[config.mk]
export PLATFORM = sky130hd
export DESIGN_NAME = link_rx_buffer
export DESIGN_NICKNAME = d
export VERILOG_FILES = /design/src/rtl/link_rx_buffer_pkg.sv /design/src/rtl/link_fifo_mem.sv /design/src/rtl/link_rx_buffer.sv
export SDC_FILE = /design/constraint.sdc
export NUM_CORES = 1
export LEC_CHECK = 0
export BUFFER_PORTS_ARGS = -buffer_cell sky130_fd_sc_hd__buf_4
export CAP_MARGIN = 20
export CORE_ASPECT_RATIO = 0.75
export CORE_MARGIN = 10
export CORE_UTILIZATION = 55
export CTS_BUF_LIST = sky130_fd_sc_hd__clkbuf_4 sky130_fd_sc_hd__clkbuf_8
export CTS_CLUSTER_SIZE = 30
export DETAILED_ROUTE_END_ITERATION = 8
export GPL_ROUTABILITY_DRIVEN = 0
export PLACE_DENSITY = 0.77
export SETUP_SLACK_MARGIN = 0.2
export SLEW_MARGIN = 10
export SYNTH_ARGS = -nofsm -noshare
export SYNTH_HDL_FRONTEND = slang
export SYNTH_SLANG_ARGS = --single-unit
[constraint.sdc]
create_clock -name clk -period 5 [get_ports clk]
set_input_delay 0.5 -clock clk [delete_from_list [all_inputs] [get_ports clk]]
set_output_delay 0.5 -clock clk [all_outputs]
set_load 0.01 [all_outputs]
[src/rtl/link_rx_buffer_pkg.sv]
// Shared node-level definitions for the link receive buffers: instruction width,
// default FIFO geometry and the input-port identifiers of a node.
package link_rx_buffer_pkg;

    localparam int INSTR_W      = 32;
    localparam int RX_DEPTH     = 4;
    localparam int RX_ADDR_W    = 2;
    localparam int RX_DROP_CNT_W = 8;

    typedef enum logic [1:0] {
        PORT_LEFT  = 2'd0,
        PORT_RIGHT = 2'd1,
        PORT_SELF  = 2'd2
    } port_sel_e;

endpackage

[src/rtl/link_fifo_mem.sv]
// Storage array for the receive FIFO: one synchronous write port and one
// asynchronous read port so the head word is visible the cycle after it is written.
module link_fifo_mem
    import link_rx_buffer_pkg::*;
#(
    parameter int DATA_W = INSTR_W,
    parameter int DEPTH  = RX_DEPTH,
    parameter int ADDR_W = RX_ADDR_W
) (
    input  logic              clk_i,
    input  logic              we_i,
    input  logic [ADDR_W-1:0] waddr_i,
    input  logic [DATA_W-1:0] wdata_i,
    input  logic [ADDR_W-1:0] raddr_i,
    output logic [DATA_W-1:0] rdata_o
);

    logic [DATA_W-1:0] mem_q [DEPTH];

    // Contents are not reset; validity is tracked by the occupancy count in the parent
    always_ff @(posedge clk_i) begin
        if (we_i) begin
            mem_q[waddr_i] <= wdata_i;
        end
    end

    assign rdata_o = mem_q[raddr_i];

endmodule

[src/rtl/link_rx_buffer.sv]
// Elastic input stage between a neighbour's link output and a receiver queue port:
// captures strobed words in a small FIFO, shows the oldest one, and reports dropped pushes.
module link_rx_buffer
    import link_rx_buffer_pkg::*;
#(
    parameter int DATA_W = INSTR_W,
    parameter int DEPTH  = RX_DEPTH,
    parameter int ADDR_W = RX_ADDR_W,
    parameter int CNT_W  = RX_DROP_CNT_W
) (
    input  logic              clk,
    input  logic              reset,
    input  logic [DATA_W-1:0] in_data,
    input  logic              in_cs,
    output logic [DATA_W-1:0] out_sig,
    output logic              out_check,
    input  logic              out_accept,
    output logic [ADDR_W:0]   count,
    output logic              full,
    output logic              overflow,
    output logic [CNT_W-1:0]  drop_count,
    input  logic              clr_ovf
);

    localparam logic [ADDR_W:0]   FULL_CNT = (ADDR_W + 1)'(DEPTH);
    localparam logic [ADDR_W:0]   CNT_ONE  = (ADDR_W + 1)'(1);
    localparam logic [ADDR_W-1:0] PTR_ONE  = ADDR_W'(1);
    localparam logic [CNT_W-1:0]  DROP_ONE = CNT_W'(1);

    logic [ADDR_W-1:0] wr_ptr_q, wr_ptr_d;
    logic [ADDR_W-1:0] rd_ptr_q, rd_ptr_d;
    logic [ADDR_W:0]   count_q, count_d;
    logic              full_q, full_d;
    logic              check_q, check_d;
    logic              ovf_q, ovf_d;
    logic [CNT_W-1:0]  drop_q, drop_d;

    logic              push_s, pop_s, drop_s;
    logic [DATA_W-1:0] head_s;

    // A pop frees a slot in the same cycle, so a full FIFO can still take a push
    assign pop_s  = check_q && out_accept;
    assign push_s = in_cs && (!full_q || pop_s);
    assign drop_s = in_cs && full_q && !pop_s;

    link_fifo_mem #(
        .DATA_W (DATA_W),
        .DEPTH  (DEPTH),
        .ADDR_W (ADDR_W)
    ) u_mem (
        .clk_i   (clk),
        .we_i    (push_s),
        .waddr_i (wr_ptr_q),
        .wdata_i (in_data),
        .raddr_i (rd_ptr_q),
        .rdata_o (head_s)
    );

    // Next-state for pointers, occupancy and the overflow bookkeeping
    always_comb begin
        wr_ptr_d = wr_ptr_q;
        rd_ptr_d = rd_ptr_q;
        count_d  = count_q;
        ovf_d    = ovf_q;
        drop_d   = drop_q;

        if (push_s) begin
            wr_ptr_d = wr_ptr_q + PTR_ONE;
        end else begin
            wr_ptr_d = wr_ptr_q;
        end

        if (pop_s) begin
            rd_ptr_d = rd_ptr_q + PTR_ONE;
        end else begin
            rd_ptr_d = rd_ptr_q;
        end

        case ({push_s, pop_s})
            2'b10:   count_d = count_q + CNT_ONE;
            2'b01:   count_d = count_q - CNT_ONE;
            default: count_d = count_q;
        endcase

        // Clear first so a drop in the same cycle restarts the count at one
        if (clr_ovf) begin
            ovf_d  = 1'b0;
            drop_d = '0;
        end else begin
            ovf_d  = ovf_q;
            drop_d = drop_q;
        end

        if (drop_s) begin
            ovf_d = 1'b1;
            if (drop_d != {CNT_W{1'b1}}) begin
                drop_d = drop_d + DROP_ONE;
            end else begin
                drop_d = drop_d;
            end
        end else begin
            ovf_d = ovf_d;
        end

        full_d  = (count_d == FULL_CNT);
        check_d = (count_d != '0);
    end

    // State register; reset wins over every other input in the same cycle
    always_ff @(posedge clk) begin
        if (reset) begin
            wr_ptr_q <= '0;
            rd_ptr_q <= '0;
            count_q  <= '0;
            full_q   <= 1'b0;
            check_q  <= 1'b0;
            ovf_q    <= 1'b0;
            drop_q   <= '0;
        end else begin
            wr_ptr_q <= wr_ptr_d;
            rd_ptr_q <= rd_ptr_d;
            count_q  <= count_d;
            full_q   <= full_d;
            check_q  <= check_d;
            ovf_q    <= ovf_d;
            drop_q   <= drop_d;
        end
    end

    assign out_sig    = check_q ? head_s : '0;
    assign out_check  = check_q;
    assign count      = count_q;
    assign full       = full_q;
    assign overflow   = ovf_q;
    assign drop_count = drop_q;

endmodule

Word level (Yosys, flattened, before mapping)
Memories as Yosys holds them, arrays and structs flattened. A register that Yosys moved wholly into a read port is not among the register bits.
Cells that the tools add are included.
{ "totals": {"elab_cells": 37, "in_bits": 37, "ramBits": 128, "mem_count": 1, "regBits": 18, "out_inout_bits": 46} }
{ "memory_table": {"columns": ["name", "words", "width", "rd", "rd_clocked_by_memory_dff", "write_ports", "line_no", "text"], "rows": [
  ["u_mem.mem_q", 4, 32, 1, 1, 1, "link_fifo_mem.sv:18", "logic [DATA_W-1:0] mem_q [DEPTH];"]
]} }
{ "op_classes": {"n_eq_ne": 4, "add_sub_neg": 5, "n_mux": 11, "reduce_logical": 9} }
{ "op_table": {"columns": ["cell", "count"], "rows": [
  ["2-to-1 mux 32 bit", 1],
  ["2-to-1 mux 8 bit", 3],
  ["adder 8 x 1 -> 8 bit, second input constant", 1],
  ["!= test 8 bit, second input constant", 1],
  ["one-hot mux 3 bit (2 select lines)", 1],
  ["adder 2 x 1 -> 2 bit, second input constant", 2],
  ["logical AND 1 bit", 4],
  ["2-to-1 mux 1 bit", 4],
  ["2-to-1 mux 2 bit", 2],
  ["adder 3 x 1 -> 3 bit, second input constant", 1],
  ["== test 3 bit, second input constant", 1],
  ["nonzero test 3 bit", 1],
  ["subtractor 3 x 1 -> 3 bit, second input constant", 1],
  ["== test 2 x 1 -> 1 bit, second input constant", 1],
  ["== test 2 bit, second input constant", 1],
  ["zero test 1 bit", 2],
  ["nonzero test 2 bit", 1],
  ["logical OR 1 bit", 1]
]} }

Logic depth before layout (Yosys ltp)
{ "logic_depth": {"word_depth": 6, "depth_mapped": 10, "ltp_nobuf": 9} }

Hierarchy
Synthesis repeated with hierarchy kept, for this count alone.
{ "unflattened": {"hier_cells": 309, "area_unflattened_um2": 5818.1} }
{ "by_module_without_submodules": {"columns": ["mod", "area_per_inst_um2", "seq_area_each_um2", "cells_per_inst", "n_inst"], "rows": [
  ["link_fifo_mem", 4689.5, 3843.7, 171, 1],
  ["link_rx_buffer", 1128.6, 360.3, 138, 1]
]} }

Worst setup path before layout
OpenSTA, ideal clock, no wires.
{ "synth_timing": {"path_kind": "reg2reg", "startpoint": "register check_q, in the netlist out_check", "endpoint": "register check_q, in the netlist out_check", "path_stages_with_launch": 11, "setup_slack_ns": 2.723, "required_time_ns": 4.866, "synth_period_minus_slack_ns": 2.277, "t_arrival_ns": 2.143, "path_buffers": 1, "setup_time_ns": 0.134, "cell_sequence": "dfxtp_1 > a21boi_4 > nor2b_1 > buf_2 > inv_1 > ha_1 > fa_1 > xnor2_1 > o21a_1 > o21ai_0 > o21ai_0"} }
{ "synth_via": {"elab_chain_cells": 6, "word_cells_on_any_way": 7, "classes_between": "eq/ne: 2; mux: 1; reduce/logical: 4"} }
{ "synth_rtl": {"columns": ["element", "line_no", "text"], "rows": [
  ["from (decl)", "link_rx_buffer.sv:34", "logic check_q, check_d;"],
  ["from (signal assigned)", "link_rx_buffer.sv:124", "check_q <= check_d;"],
  ["logical AND 1 bit (*)", "link_rx_buffer.sv:42", "assign pop_s = check_q && out_accept;"],
  ["logical OR 1 bit", "link_rx_buffer.sv:43", "assign push_s = in_cs && (!full_q || pop_s);"],
  ["logical AND 1 bit", "link_rx_buffer.sv:43", null],
  ["== test 2 x 1 -> 1 bit / == test 2 bit (equally long branches)", "link_rx_buffer.sv:79", "case ({push_s, pop_s})"],
  ["one-hot mux 3 bit (2 select lines) (*)", "link_rx_buffer.sv:79", null],
  ["nonzero test 3 bit (*)", "link_rx_buffer.sv:106", "check_d = (count_d != '0);"]
]} }
Mark *: on every way between the ends. The rest lies on a longest branch, timed or not.
A chain may end at the register's enable or synchronous reset.

==> flow_summary_export.csv <==
group,metric,value,unit
synthesis,ys.warnings.count,0,
die,die_width,139.3,um
synthesis,netlist_area,0.005872,mm2
timing,rsz0062_at_grt,"false",
synthesis,syn-instance-count,320,
global_route,grt_pass1_wl,18.12,mm
clock_network,cts_tree,"done",
clock_network,cts_buffer_depth,2,
synthesis,yosys.area.top_type,"edfxtp_1",
synthesis,yosys_register_bits,148,
die,die_h,109.5,um
final_layout,syn2layout_area_growth,20.05,%
synthesis,ys.flop_type,"edfxtp_1",
die,rows,32,
setup_path,worstPathRequired,4500,ps
timing,tightestPinTransition,907.5,ps
pwr,p_leak,2.494,nW
die,ioPinCount,83,
min_path,hp-class,"in2reg",
synthesis,async_flop_share,0,%
synthesis,yosysTopAreaCellShare,65.46,%
timing,clock-skew-final,9.606,ps
synthesis,synthesis.nets,364,
synthesis,ys_top_cells_by_area,"edfxtp_1, mux4_2, dfxtp_1, and2_1, ha_1",
drt,ant_nets,0,
drt,vias,3063,
setup_path,crit_type,"reg2out",
setup_path,critical_path.max_fanout,19,
synthesis,synth_edf_count,128,
timing,max_freq,0.3398,GHz
timing,max_slew_margin,39.50,%
global_route,first_global_vias,3322,
clock_network,htreeDepth,4,
status,status,"complete, no violations",
drt,wl_per_cell,20.03,um
global_route,grt_use_total,15.38,%
clock_network,cts-resized-gates,0,
synthesis,yosys.cell_types.count,37,
clock_network,numCtsBuffers,17,
drt,drc_errors,0,
timing,min_period,2943,ps
clock_network,ctsRootBufferMaster,"clkbuf_8",
setup_path,endpoint_kind,"output pin",
setup_path,max_stage_delay,670,ps
timing,maxSlewViolCount,0,
setup_path,crit_buf_inv,2,
global_route,antenna_found_initial,0,
clock_network,path_clk_slew,80,ps
timing,setup_violations,0,
final_layout,fillers,700,
placement,io_buffers,82,
clock_network,clock-sinks,148,
global_route,grt_max_degree,37,
die,dieArea,0.01525,mm2
placement,dpl.hpwl,7.075,mm
global_route,grt-ovfl-total,0,
drt,vias_per_cell,5.489,
synthesis,yosysSeqAreaShare,72.28,%
clock_network,cts_hold_buffers,0,
placement,placement.cell_area,0.006593,mm2
drt,wirelength,11.18,mm
setup_path,critical_path_arrival,2440,ps
flow_run,cap_violations,0,
clock_network,cts_setup_buffers,0,
final_layout,antenna_cells,0,
setup_path,path_delay_family,"flip-flops",
setup_path,crit_path_start_kind,"register",
drt,drtIter0Drc,204,
setup_path,crit_chain,"buf_4 > mux4_2 > and2_1 > buf_4",
clock_network,clock_latency,430,ps
timing,period_share,58.86,%
pwr,power_density,452.8,mW/mm2
final_layout,fin_area,0.007049,mm2
pwr,max-vdd-ir-drop,0.0003888,V
die,design.core.area,0.01037,mm2
timing,hold_violations,0,
final_layout,drive_above_1_share,36.97,%
setup_path,crit_slowest_cell,"dfxtp_2",
synthesis,avgSynthCellArea,18.35,um2
die,initial_utilization,56.62,%
timing,fin_setup_tns,0,ps
drt,first_pass_iters,5,
final_layout,fin_nets,453,
setup_path,crit_top_cell,"buf_4",
area by class of cell:
type | count | area, um2 | area share, %
clock buffers | 19 | 249.0 | 3.532
clock inverters | 13 | 207.7 | 2.946
inverters | 8 | 30.03 | 0.4260
multi-input cells | 150 | 1515 | 21.49
flip-flops and latches | 148 | 4247 | 60.24
well taps | 136 | 170.2 | 2.414
repair buffers | 84 | 630.6 | 8.946
flip-flops by register name, summed over array words and instances (netlist names), named ones only:
register	cells
u_mem.mem_q	128
drop_count	8
count	3
rd_ptr_q	2
wr_ptr_q	2
full	1
out_check	1
overflow	1
stage by stage:
step	util (%)	hold WS (ps)	setup slack, ps	total power, mW	std cells
after global placement	63.57	448.1	2335	2.179	526
after floorplan	-	480.5	2723	1.918	320
after global routing	67.98	229.5	1806	3.356	558
final	67.98	263.8	2057	3.192	558
after detailed placement	63.57	461.1	2208	2.207	526
after CTS	67.98	224.3	1909	3.245	558
cell usage after synthesis (4+ instances only):
library cell	instances
clkbuf_1	6
edfxtp_1	128
nor3_1	5
nor2b_1	5
mux4_2	32
nand2_1	7
and2_1	37
dfxtp_1	20
buf_6	4
mux2i_1	4
nand4_1	5
nor2_1	14
inv_1	8
ha_1	6
buf_2	4
o21ai_0	5
cells by family after synthesis:
kind of cell | count (synthesis) | synth area share [%]
adder cells (fa/ha/maj) | 7 | 1.619
AO/OA/AOI/OAI | 17 | 2.152
multiplexers | 36 | 12.96
flip-flops | 148 | 72.28
XOR/XNOR | 6 | 0.8951
AND/OR/NAND/NOR | 84 | 8.097
buffers and inverters | 22 | 2.003
layer usage:
metal / global-route usage [%] / vias up / part of all wire [%]
met5: 0 / - / 0
met4: 4.458 / 0 / 0.69
met3: 5.601 / 7 / 7.2
met2: 24.66 / 109 / 50
met1: 19.50 / 1530 / 42
li1: - / 1417 / -
final timing paths:
check / start / endpoint / slack [ps] / cells past startpoint
worst max register to register: out_check / out_check / 2240 / 10
worst max-delay path: register / out_sig[27] / 2060 / 4
worst min-delay path: in_data[26] / u_mem.mem_q[2][26] / 260 / 1
worst min register to register: overflow / overflow / 470 / 2
layout by cell type (no fill, tap or decap), drive strengths merged, types with 6 or more instances in the layout:
cell	n
and2	37
nor2	14
mux4	32
ha	6
buf	84
edfxtp	128
inv	8
clkbuf	19
nand2	8
dfxtp	20
where the power goes:
| group | switching [mW] | internal [mW] |
|---|---|---|
| Combinational | 0.312 | 0.339 |
| Clock | 0.429 | 0.604 |
| Sequential | 0.0621 | 1.45 |
| Total | 0.804 | 2.39 |
Power figures use the tool's default switching activity.
